`src/rtl/fifo_wr_arbiter_pkg.sv`:
```
// Shared types for the two-requester FIFO write arbiter.
// State encoding doubles as the one-hot grant vector.
package fifo_wr_arbiter_pkg;

  localparam int DEFAULT_DEPTH = 8;

  typedef enum logic [1:0] {
    IDLE = 2'b00,
    GNT0 = 2'b01,
    GNT1 = 2'b10
  } arb_state_t;

endpackage

```
`src/rtl/socetlib_fifo.sv`:
```
// Synchronous FIFO: write visible at rdata/count one cycle later, rdata is 0 when empty.
// No internal flow control; the caller must never assert WEN when full or REN when empty.
module socetlib_fifo #(
  parameter int DEPTH = 8,
  parameter int WIDTH = 8
) (
  input  logic                       CLK,
  input  logic                       nRST,
  input  logic                       WEN,
  input  logic                       REN,
  input  logic                       clear,
  input  logic [WIDTH-1:0]           wdata,
  output logic                       full,
  output logic                       empty,
  output logic [$clog2(DEPTH+1)-1:0] count,
  output logic [WIDTH-1:0]           rdata
);

  localparam int AW = (DEPTH > 1) ? $clog2(DEPTH) : 1;
  localparam int CW = $clog2(DEPTH + 1);

  logic [WIDTH-1:0] mem_q [DEPTH];
  logic [AW-1:0]    wptr_q;
  logic [AW-1:0]    rptr_q;
  logic [CW-1:0]    count_q;

  // Explicit wrap keeps DEPTH=1 correct, where the pointer cannot wrap naturally.
  function automatic logic [AW-1:0] bump(input logic [AW-1:0] p);
    return (p == AW'(DEPTH - 1)) ? '0 : p + 1'b1;
  endfunction

  always_ff @(posedge CLK) begin
    if (WEN) mem_q[wptr_q] <= wdata;
  end

  always_ff @(posedge CLK or negedge nRST) begin
    if (!nRST) begin
      wptr_q  <= '0;
      rptr_q  <= '0;
      count_q <= '0;
    end else if (clear) begin
      wptr_q  <= '0;
      rptr_q  <= '0;
      count_q <= '0;
    end else begin
      if (WEN) wptr_q <= bump(wptr_q);
      if (REN) rptr_q <= bump(rptr_q);
      case ({WEN, REN})
        2'b10:   count_q <= count_q + 1'b1;
        2'b01:   count_q <= count_q - 1'b1;
        default: count_q <= count_q;
      endcase
    end
  end

  assign count = count_q;
  assign empty = (count_q == '0);
  assign full  = (count_q == CW'(DEPTH));
  assign rdata = empty ? '0 : mem_q[rptr_q];

endmodule

```
`src/rtl/fifo_wr_arbiter.sv`:
```
// Packet-granular arbiter of two byte requesters into one FIFO; accept-to-visible latency 1 cycle.
// ready is combinational: granted and not full and not clearing; grant holds for the whole packet.
module fifo_wr_arbiter
  import fifo_wr_arbiter_pkg::*;
#(
  parameter int DEPTH = DEFAULT_DEPTH
) (
  input  logic                       CLK,
  input  logic                       nRST,
  input  logic                       req0_valid,
  input  logic [7:0]                 req0_data,
  input  logic                       req0_last,
  output logic                       req0_ready,
  input  logic                       req1_valid,
  input  logic [7:0]                 req1_data,
  input  logic                       req1_last,
  output logic                       req1_ready,
  input  logic                       clear,
  input  logic                       rd_en,
  output logic [7:0]                 rd_data,
  output logic                       rd_empty,
  output logic [$clog2(DEPTH+1)-1:0] rd_count,
  output logic [1:0]                 grant,
  output logic                       rd_underrun
);

  arb_state_t state_q;
  logic       last_served_q;
  logic       underrun_q;
  logic       full;
  logic       acc0;
  logic       acc1;
  logic       wen;
  logic       ren;
  logic [7:0] wdata;

  assign req0_ready = (state_q == GNT0) && !full && !clear;
  assign req1_ready = (state_q == GNT1) && !full && !clear;
  assign acc0       = req0_valid && req0_ready;
  assign acc1       = req1_valid && req1_ready;
  assign wen        = acc0 || acc1;
  assign wdata      = (state_q == GNT1) ? req1_data : req0_data;
  // A pop on empty only flags underrun; it never gates the write path.
  assign ren        = rd_en && !rd_empty && !clear;

  always_ff @(posedge CLK or negedge nRST) begin
    if (!nRST) begin
      state_q       <= IDLE;
      last_served_q <= 1'b1;
      underrun_q    <= 1'b0;
    end else if (clear) begin
      state_q    <= IDLE;
      underrun_q <= 1'b0;
    end else begin
      if (rd_en && rd_empty) underrun_q <= 1'b1;
      case (state_q)
        IDLE: begin
          if (req0_valid && req1_valid) state_q <= last_served_q ? GNT0 : GNT1;
          else if (req0_valid)          state_q <= GNT0;
          else if (req1_valid)          state_q <= GNT1;
        end
        GNT0: if (acc0 && req0_last) begin
          state_q       <= IDLE;
          last_served_q <= 1'b0;
        end
        GNT1: if (acc1 && req1_last) begin
          state_q       <= IDLE;
          last_served_q <= 1'b1;
        end
        default: state_q <= IDLE;
      endcase
    end
  end

  assign grant       = state_q;
  assign rd_underrun = underrun_q;

  socetlib_fifo #(
    .DEPTH (DEPTH),
    .WIDTH (8)
  ) u_fifo (
    .CLK   (CLK),
    .nRST  (nRST),
    .WEN   (wen),
    .REN   (ren),
    .clear (clear),
    .wdata (wdata),
    .full  (full),
    .empty (rd_empty),
    .count (rd_count),
    .rdata (rd_data)
  );

endmodule

```
`config.mk`:
```
export PLATFORM = sky130hd
export DESIGN_NAME = fifo_wr_arbiter
export DESIGN_NICKNAME = d
export VERILOG_FILES = /design/src/rtl/fifo_wr_arbiter_pkg.sv /design/src/rtl/socetlib_fifo.sv /design/src/rtl/fifo_wr_arbiter.sv
export SDC_FILE = /design/constraint.sdc
export NUM_CORES = 1
export LEC_CHECK = 0
export CORE_UTILIZATION = 42
export CTS_CLUSTER_SIZE = 12
export DETAILED_ROUTE_END_ITERATION = 6
export PLACE_DENSITY = 0.73
export SLEW_MARGIN = 20
export SYNTH_ARGS = -nofsm -noshare
export SYNTH_HDL_FRONTEND = slang
export SYNTH_SLANG_ARGS = --single-unit
export TNS_END_PERCENT = 20
```
`constraint.sdc`:
```
create_clock -name CLK -period 2.45 [get_ports CLK]
set_input_delay 0.49 -clock CLK [delete_from_list [all_inputs] [get_ports CLK]]
set_output_delay 0.49 -clock CLK [all_outputs]
set_load 0.005 [all_outputs]
```
After elaboration in Yosys (flattened, before gate mapping)

Memories as Yosys holds them, arrays and structs flattened.
Cells that the tools add are included.

Logic and storage cells: 74
Memories: 1
Output and inout port bits: 18
Register bits: 14
RAM bits: 64

Memories:

| name         | depth | bits a word | read ports | clocked after memory_dff | write ports | RTL line            | RTL |
|---|---|---|---|---|---|---|---|
| u_fifo.mem_q | 8     | 8           | 1          | 0                        | 1           | socetlib_fifo.sv:22 | `logic [WIDTH-1:0] mem_q [DEPTH];` |

Add/subtract/negate cells: 4
Bitwise logic cells: 1
Mux-type cells: 25
Equality and inequality tests: 12
Reductions and logical operators: 25

Operators by type and width:

| operator            | count |
|---|---|
| $mux 3              | 6 |
| $mux 8              | 2 |
| $mux 2              | 7 |
| $logic_and 1x1->1   | 12 |
| $pmux 4 s2          | 1 |
| $reduce_bool 2->1   | 4 |
| $add 3x1->3 const B | 2 |
| $eq 3x3->1 const B  | 2 |
| $mux 1              | 6 |
| $ne 3x2->1 const B  | 2 |
| $pmux 2 s3          | 1 |
| $ne 5x5->1 const B  | 1 |
| $add 4x1->4 const B | 1 |
| $eq 2x1->1 const B  | 2 |
| $eq 2x2->1 const B  | 2 |
| $eq 4x4->1 const B  | 1 |
| $logic_not 4->1     | 1 |
| $mux 4              | 1 |
| $ne 2x1->1 const B  | 2 |
| $reduce_and 4->1    | 1 |
| $sub 4x1->4 const B | 1 |
| $logic_not 1->1     | 3 |
| $reduce_and 3->1    | 1 |
| $reduce_bool 3->1   | 1 |
| other kinds (4)     | 4 |

Logic depth before layout (Yosys ltp)

Word-level depth: 9
Mapped depth: 11
Mapped depth without buffers: 9

Cells and area by module

Synthesis repeated with hierarchy kept, for this count alone.

Cells, all modules: 206
Area total of the unflattened synthesis: 3,499.6 um2

Modules (own cells, without submodules):

| module          | cells an instance | times used | area each (um2) |
|---|---|---|---|
| socetlib_fifo   | 170               | 1          | 3,119.2 |
| fifo_wr_arbiter | 36                | 1          | 380.4 |

Least setup slack after synthesis

OpenSTA, ideal clock, no wires.

Path type: reg2reg
From: register u_fifo.count_q[0], in the netlist u_fifo.count[0]
To: register u_fifo.count_q[2], in the netlist u_fifo.count[2]
Clock period less this slack: 2,420 ps
Stages on the path, launching flop included: 12
Arrival time: 2,351 ps
Library setup time: 69 ps
Data required time: 2,381 ps
Slack: 30 ps
Cells stage by stage: dfrtp_1 buf_2 nor3_4 a221oi_4 buf_4 nor3_1 xor2_1 ha_1 a21oi_1 xor2_1 or4_1 nand3_1

Cells in the longest elaborated chain, start to end: 9
Elaborated cells between the ends (all ways): 20
Classes of those cells: add/sub: 2; eq/ne: 3; mux: 2; reduce/logical: 13

RTL lines:

| what                                               | RTL line                                     | RTL |
|---|---|---|
| from (decl)                                        | socetlib_fifo.sv:25                          | `logic [CW-1:0] count_q;` |
| from (signal assigned)                             | socetlib_fifo.sv:49                          | `2'b10: count_q <= count_q + 1'b1;` |
| from (signal assigned)                             | socetlib_fifo.sv:50                          | `2'b01: count_q <= count_q - 1'b1;` |
| from (signal assigned)                             | socetlib_fifo.sv:51                          | `default: count_q <= count_q;` |
| $eq 4x4->1                                         | socetlib_fifo.sv:58                          | `assign full = (count_q == CW'(DEPTH));` |
| $logic_not 1->1                                    | fifo_wr_arbiter.sv:37, fifo_wr_arbiter.sv:38 |  |
| $logic_and 1x1->1 (on tied branches) (2 in series) | fifo_wr_arbiter.sv:37, fifo_wr_arbiter.sv:38 |  |
| $logic_and 1x1->1 (on tied branches)               | fifo_wr_arbiter.sv:39, fifo_wr_arbiter.sv:40 |  |
| $logic_or 1x1->1                                   | fifo_wr_arbiter.sv:41                        | `assign wen = acc0 \|\| acc1;` |
| $eq 2x1->1 / $eq 2x2->1 (equally long branches)    | socetlib_fifo.sv:48                          | `case ({WEN, REN})` |
| $pmux 4 s2                                         | socetlib_fifo.sv:48                          |  |
| $mux 4                                             | socetlib_fifo.sv:41                          | `end else if (clear) begin` |

Parallel ways exist; a longest one is shown, timed or not.
A chain may end at the register's enable or synchronous reset.

Final worst setup path

From: register u_fifo.rptr_q[0]
To: output port rd_data[7]

Cells in the longest elaborated chain, start to end: 2

RTL lines:

| what                   | RTL line              | RTL |
|---|---|---|
| from (decl)            | socetlib_fifo.sv:24   | `logic [AW-1:0] rptr_q;` |
| from (signal assigned) | socetlib_fifo.sv:47   | `if (REN) rptr_q <= bump(rptr_q);` |
| $mem_v2 8x8            | --                    |  |
| $mux 8                 | socetlib_fifo.sv:59   | `assign rdata = empty ? '0 : mem_q[rptr_q];` |
| to (decl)              | fifo_wr_arbiter.sv:20 | `output logic [7:0] rd_data,` |

No other way between the ends.

==> results.txt <==
The fraction of layout cells with a size suffix above 1 came out at 30.72%. For this block, the initial DRC count from the detailed router was 152. Setup repair after global routing could not meet its margin everywhere.

After Yosys synthesis, full adders, half adders and majority gates account for 2.122% of the synthesized area. The number of buffers and inverters on the critical path is 3. The logs give 9 for the total clock buffers created by CTS and 0 for the residual DRC count. The area fraction in compound gates after synthesis was 5.021%; the number of detailed-routing iterations run before antenna repair was 5.

The tools report the number of nets produced by synthesis as 246. Among all stages on the critical path, the largest delay is contributed by sky130_fd_sc_hd__mux4_2. The maximum number of pins on one net before global-route repair came out at 15. After Yosys synthesis, XOR and XNOR cells account for 1.202% of the synthesized area. The final critical path takes up 99.97% of the cycle.

After synthesis the cells add up to 3538 sq um. Prior to clock tree synthesis, the placed netlist has a worst setup slack of -0.2806 ns. In this run, synthesis inferred 64 flip-flops with an integrated enable. The first global-routing pass estimated 11,300 microns of wire. After detailed routing, the average wire length per cell comes to 18.05 microns. Summing the areas of all and, or, nand and nor instances in the mapped netlist gives 9.264% of the synthesized area. In this run the worst path has a maximum fanout of 5. Across the routed clock network, the largest skew measured is 0.01138 ns.

Worst slew slack as a fraction of its limit: 54.50%. 0 antenna diodes ended up in the layout. Among cell families on the critical path, the largest total delay comes from multiplexers.

CTS placed an instance of sky130_fd_sc_hd__clkbuf_8 at the clock tree root. The main flop type after synthesis was sky130_fd_sc_hd__edfxtp_1. Summed over all layers, the global routing overflow is 0. The number of input and output port buffers inserted is 41, and the required time of the worst setup path is 1.96 ns. The tools report the critical path endpoint category as a primary output. After synthesis, the largest family of logic cells by area is multiplexers. The logs give 4240 sq um for the post-placement cell area and 42 for the I/O pin count. The number of H-tree levels came out at 3.

The max-slew violation count is 0, and the leakage power of the design is 1.611 nW. Traced cell by cell, the critical path runs through buf_4, buf_12, mux4_2, mux2i_2, nor2_1, dlygate4sd2_1. The type of the worst min-delay path was reg2reg. The HPWL reported at the end of detailed placement came out at 4593 microns.

TritonCTS built the clock tree. The flow ran to the end, and the final reports show no timing, DRC or antenna violations. Sequential elements use 64.25% of the synthesized area. The tools report the critical path capture point as rd_data[7].

Summing all non-filler instances in the final layout gives an area of 4544 sq um. The worst IR drop on VDD was 0.3840 mV; the final critical-path required period was 2.449 ns. The ratio of total power to cell area works out to 889.5 nW/um^2.

Once routing completed, OpenROAD measured the worst setup slack at 0.0007234 ns. In the synthesized netlist, mux cells make up 16.58% of the area. Counting distinct cell types in the post-synthesis netlist gives 43.

Routed via count divided by cell count: 5.249. The final number of hold-violating endpoints is 0, and the total clock sinks is 78. Across the run, the number of max-cap violations was 0. The logs give 33 for the floorplan row count and 0 for the total setup violations reported at the end of the flow.

Measured in cells, the most critical reg-to-reg path has a length of 9. The number of instances on the worst hold path was 2; the average cell area after synthesis was 16.38 sq um. The library cell used most frequently in the layout, excluding fill and tap cells, is sky130_fd_sc_hd__edfxtp_1.

The count of antenna-violating nets left after detailed routing is 0. The share of async-settable or async-resettable flops after synthesis was 17.95%; the final-layout setup total negative slack was 0 ns. The worst hold path begins at rd_underrun$_DFFE_PN0P_.

The start point of the critical path is u_fifo.rptr_q[0]$_DFFE_PN0P_. The floorplan step set the die height to 93.79 microns. The routed wire length is 7184 microns. The clock input transition at the sequential cells of the worst setup and hold paths is 0.08 ns, and the combined global-route utilization of all metal layers is 17.84%. The core area is 8175 sq um.

The setup check on the worst reg-to-reg path leaves a slack of 0.23 ns. The critical path is of the reg2out type. Counting every instance in the synthesized netlist gives 216.

At the pin with the least slew margin, the transition time is 0.6803 ns. The final estimated routing congestion in global placement was 0.7926; the die boundary width was 93.79 microns. The Yosys step of the flow raised 0 warnings. The peak clock frequency supported by timing was 408.3 MHz; the flip-flop and latch count after synthesis was 78. The worst setup path is launched from a flop. The tools report the endpoint of the lowest-slack register-to-register path as u_fifo.count[2]$_DFFE_PN0P_.

The clock reaches the later pin of the worst-skew pair after 0.35 ns. The floorplan step defined a die boundary enclosing 8796 sq um. In this design, the stage delay of the slowest critical-path cell is 0.50 ns. The area growth from synthesis to final layout is 28.43%, and the final net count is 318.

The data arrival time of the critical path was 1.96 ns. The tools report the start of the worst register-to-register path as u_fifo.count[0]$_DFFE_PN0P_. The total number of cells along the worst setup path was 6; the detailed-route via count was 2,089. In the layout the commonest cells are sky130_fd_sc_hd__edfxtp_1 (64), sky130_fd_sc_hd__clkdlybuf4s50_1 (31), sky130_fd_sc_hd__buf_4 (29), sky130_fd_sc_hd__nor2_1 (18), sky130_fd_sc_hd__mux4_2 (16).

The longest clock path from root to sink contains 2 buffers. The tools report the via count of the first global-routing pass as 2,144. The tools report the effective utilization at floorplan as 43.28%. The design draws 0.004042 W. The number of antenna violations at the first check in global routing came out at 0.
## cells in the mapped netlist, types with 2 or more instances
cell                       instances  area share [%]
sky130_fd_sc_hd__nor3b_1           5             1.1
sky130_fd_sc_hd__nor2_1           18             1.9
sky130_fd_sc_hd__edfxtp_1         64              54
sky130_fd_sc_hd__buf_2             5            0.71
sky130_fd_sc_hd__nand2_1           8            0.85
sky130_fd_sc_hd__ha_1              6             2.1
sky130_fd_sc_hd__nand2b_1          8             1.4
sky130_fd_sc_hd__o21ai_0           4            0.57
sky130_fd_sc_hd__mux4_2           16              10
sky130_fd_sc_hd__nand4b_1          2            0.50
sky130_fd_sc_hd__mux2i_1          11             3.1
sky130_fd_sc_hd__nand3b_1          4            0.85
sky130_fd_sc_hd__dfrtp_1          13             9.2
sky130_fd_sc_hd__xor2_1            2            0.50
sky130_fd_sc_hd__clkbuf_1          5            0.53
sky130_fd_sc_hd__a21oi_1           7            0.99
sky130_fd_sc_hd__nor3_1            4            0.57
sky130_fd_sc_hd__mux2_2            9             2.9
## metal layers
| metal | global-route usage (%) | vias to the layer above | wire, microns |
|---|---|---|---|
| met2 | 30.23 | 32 | 3749 |
| li1 | - | 992 | - |
| met4 | 7.308 | 0 | 120 |
| met3 | 2.670 | 12 | 211 |
| met5 | 0 | - | 0 |
| met1 | 22.90 | 1053 | 3103 |
## worst register-to-register path, stage by stage (launching register included)
cell and delay, ns:
sky130_fd_sc_hd__dfrtp_1 0.49, sky130_fd_sc_hd__nor3_4 0.31, sky130_fd_sc_hd__a221oi_4 0.11, sky130_fd_sc_hd__nor3_2 0.19
sky130_fd_sc_hd__xor2_1 0.20, sky130_fd_sc_hd__ha_1 0.21, sky130_fd_sc_hd__a21oi_2 0.05, sky130_fd_sc_hd__xor2_1 0.14
sky130_fd_sc_hd__or4_1 0.39, sky130_fd_sc_hd__nand3_1 0.08
## worst min path at each step
stage | end | slack (ns)
2_1_floorplan | grant[0]$_DFFE_PN0P_ | 0.19
3_3_place_gp | rd_underrun$_DFFE_PN0P_ | 0.48
3_5_place_dp | rd_underrun$_DFFE_PN0P_ | 0.51
4_1_cts | rd_underrun$_DFFE_PN0P_ | 0.53
5_1_grt | rd_underrun$_DFFE_PN0P_ | 0.56
6_report | rd_underrun$_DFFE_PN0P_ | 0.53
## registers in the layout, summed over array words and instances (netlist names)
register / count
u_fifo.mem_q: 64
u_fifo.count: 4
u_fifo.rptr_q: 3
u_fifo.wptr_q: 3
grant: 2
last_served_q: 1
rd_underrun: 1
## through the flow
stage	hold slack [ns]	std cells	utilization, %
floorplan	0.1944	216	-
global route	0.5635	398	55.59
finish	0.5313	398	55.59
CTS	0.5255	398	55.46
detailed placement	0.5098	377	51.87
global placement	0.4834	377	51.87
## area by class of cell
type | instances | area (sq um)
Timing Repair Buffer | 73 | 686.9
Fill cell | 649 | 3631
Clock buffer | 9 | 123.9
Multi-Input combinational cell | 126 | 1229
Tap cell | 105 | 131.4
Sequential cell | 78 | 2277
Clock inverter | 7 | 96.34
## report_power, final
| part | switching, W | internal, W |
|---|---|---|
| combinational | 0.000560 | 0.000771 |
| sequential | 0.000102 | 0.00155 |
| clock | 0.000480 | 0.000579 |
| total | 0.00114 | 0.00290 |
## cell families after synthesis
group / count (synthesis)
fa+ha+maj: 6
buf+inv: 12
mux: 37
flops: 78
xor+xnor: 4
compound gates: 21
simple gates: 58
## what timing repair did
| action | in CTS | in global routing |
|---|---|---|
| gates cloned | 2 | 0 |
| gates resized for setup | 14 | 11 |
| endpoints found under the hold margin | 0 | 0 |
| setup buffers | 3 | 1 |
| endpoints found under the setup margin | 11 | 11 |
| pin swaps | 0 | 0 |
| hold buffers | 0 | 0 |
Note: power is estimated with default switching activity, not from simulation.
==> RTL change, RTL diff (same flow settings) <==
Set the package constant `DEFAULT_DEPTH` to 4 (it was 8).
--- a/src/rtl/fifo_wr_arbiter_pkg.sv
+++ b/src/rtl/fifo_wr_arbiter_pkg.sv
@@ -2,7 +2,7 @@
 // State encoding doubles as the one-hot grant vector.
 package fifo_wr_arbiter_pkg;
 
-  localparam int DEFAULT_DEPTH = 8;
+  localparam int DEFAULT_DEPTH = 4;
 
   typedef enum logic [1:0] {
     IDLE = 2'b00,
Interface: changed (resized rd_count); port bits go from 42 to 41. No check against the original RTL was run, so the function may have changed too.
==> RTL change against the unedited design <==
  * Sequential cell count shrank 35
  * Cell area down 39%
  * Power fell by 46%
  * Synthesized area down 42%
  * Setup slack better by 0.071 ns
  * Wire length shrank 47%
  * Synthesized cell count decreased by 40%
  * Register-to-register slack worse by 0.14 ns
  * Maximum frequency rose by 3.0%
  * Critical path type unchanged
  * Largest power group unchanged
  * Highest routed layer unchanged
==> RTL change: results <==
<?xml version="1.0" encoding="UTF-8"?>
<metrics>
  <group name="route">
    <metric name="drt_first_iter_violations" unit="">42</metric>
    <metric name="route.final.wire_length" unit="mm">3.83</metric>
    <metric name="first_pass_iters" unit="">4</metric>
    <metric name="viasPerCell" unit="">4.94</metric>
    <metric name="post_drt_wl_per_cell" unit="um">15.0</metric>
  </group>
  <group name="synthesis">
    <metric name="synth_async_reset_ratio" unit="%">25.6</metric>
    <metric name="yosys.cell_types.count" unit="">32</metric>
    <metric name="yosysSeqAreaShare" unit="%">60.4</metric>
    <metric name="mappedNetlistNets" unit="">160</metric>
    <metric name="yosys-top-cells-area" unit="">sky130_fd_sc_hd__edfxtp_1 47%, sky130_fd_sc_hd__dfrtp_1 12%, sky130_fd_sc_hd__mux4_2 9.9%</metric>
    <metric name="synth_enable_flop_cells" unit="">32</metric>
    <metric name="postSynthAreaPerCell" unit="um^2">15.8</metric>
    <metric name="ys_dominant_reg_cell" unit="">sky130_fd_sc_hd__edfxtp_1</metric>
  </group>
  <group name="min_path">
    <metric name="holdCritStartpoint" unit="">last_served_q</metric>
  </group>
  <group name="sta">
    <metric name="worst_slack_setup_final" unit="ns">0.0715</metric>
    <metric name="worst_relative_slew_slack" unit="%">65.9</metric>
    <metric name="finClkSkew" unit="ns">0.00334</metric>
  </group>
  <group name="global_routing">
    <metric name="grt_pass1_wl" unit="mm">6.47</metric>
    <metric name="grt.total_usage" unit="%">16.6</metric>
    <metric name="grt_start_max_net_pins" unit="">13</metric>
    <metric name="via_count_of_the_first_global_routing_pass" unit="">1409</metric>
  </group>
  <group name="critical_path">
    <metric name="slowest_stage" unit="">sky130_fd_sc_hd__dfrtp_1</metric>
    <metric name="worst_setup_path_startpoint" unit="">u_fifo.count[1]</metric>
    <metric name="cp_data_arrival_time" unit="ns">1.89</metric>
    <metric name="worst_path_fanout_max" unit="">6</metric>
    <metric name="max_stage_delay" unit="ns">0.48</metric>
  </group>
  <group name="placed_design">
    <metric name="place.port_buffers" unit="">40</metric>
    <metric name="dp.final_hpwl" unit="mm">2.80</metric>
    <metric name="gpl.final_weighted_congestion" unit="">0.760</metric>
    <metric name="post-place-ws" unit="ns">-0.470</metric>
    <metric name="placed_cells_incl_taps" unit="">245</metric>
    <metric name="postPlaceCellArea" unit="um^2">2620</metric>
  </group>
  <group name="cells_and_area">
    <metric name="final_nets" unit="">218</metric>
    <metric name="largest_register_ffs" unit="">32</metric>
    <metric name="fraction_of_final_layout_cells_sized_beyond_drive_strength_1" unit="%">27.5</metric>
  </group>
  <group name="power">
    <metric name="irDropWorstVdd" unit="V">0.000545</metric>
    <metric name="p_leak" unit="nW">1.16</metric>
  </group>
  <group name="run_status">
    <metric name="outcome" unit="">finished clean</metric>
  </group>
  <group name="clock_tree">
    <metric name="clk_path_buf_depth" unit="">2</metric>
    <metric name="worstSkewPairLatency" unit="ns">0.28</metric>
    <metric name="clock_tree.htree_level_count" unit="">2</metric>
    <metric name="cts_buffers" unit="">5</metric>
  </group>
</metrics>
## RTL change: through the flow
stage                     util (%)  setup TNS (ns)
after global routing          58.3               0
after CTS                     57.4         -0.0339
after detailed placement      55.5          -0.470
after global placement        55.5          -0.358
after floorplan                  -               0
final                         58.3               0
## RTL change: layout make-up
| type | instances | area [um^2] |
|---|---|---|
| clock inverters | 1 | 5.00 |
| repair buffers | 55 | 549 |
| inverters | 2 | 7.51 |
| clock buffers | 7 | 76.3 |
| flip-flops and latches | 43 | 1240 |
| well taps | 67 | 83.8 |
| fillers | 369 | 1970 |
| multi-input cells | 81 | 796 |
## RTL change: layer usage
metal | track usage, % | wire (um) | vias up
li1 | - | - | 599
met1 | 19.6 | 1620 | 618
met2 | 29.6 | 1990 | 42
met3 | 4.22 | 174 | 6
met4 | 5.45 | 40 | 0
met5 | 0 | 0 | -
## RTL change: worst max-delay path, delay by kind of cell (launching register included)
family / cells / cell delay [ns]
simple gates: 2 / 0.68
buf+inv: 1 / 0.44
flops: 1 / 0.48
## RTL change: where the power goes
part           total, mW  switching [mW]  leakage, nW  internal (mW)
Clock              0.414           0.215       0.0422          0.200
Combinational      0.824           0.326        0.683          0.498
Sequential         0.927          0.0677        0.434          0.859
Total               2.17           0.609         1.16           1.56
## RTL change: repair_timing
item,4_1_cts,5_1_grt
resized for setup,2,11
buffers inserted,1,2
endpoints found under the setup margin,9,9
pin swaps,1,2
## RTL change: final timing paths
kind | endpoint | slack [ns] | cells after the start
max | req1_ready | 0.07 | 3
min reg2reg | last_served_q | 0.48 | 2
max in group asynchronous | last_served_q | 1.55 | 1
min | last_served_q | 0.48 | 2
min in group asynchronous | u_fifo.rptr_q[1] | 0.54 | 1
max reg2reg | u_fifo.count[2] | 0.09 | 7
## RTL change: logic make-up (layout without fill, tap and decap cells)
group                      Yosys count  after routing  synth area share (%)
buffers and inverters                6             65                  1.16
muxes                               22             22                  16.8
and+or+nand+nor                     45             45                  13.7
xor gates and xnor gates             1              1                 0.794
DFF                                 43             43                  60.4
adders and majority gates            6              6                  4.03
AOI/OAI and AO/OA                    7              7                  3.17
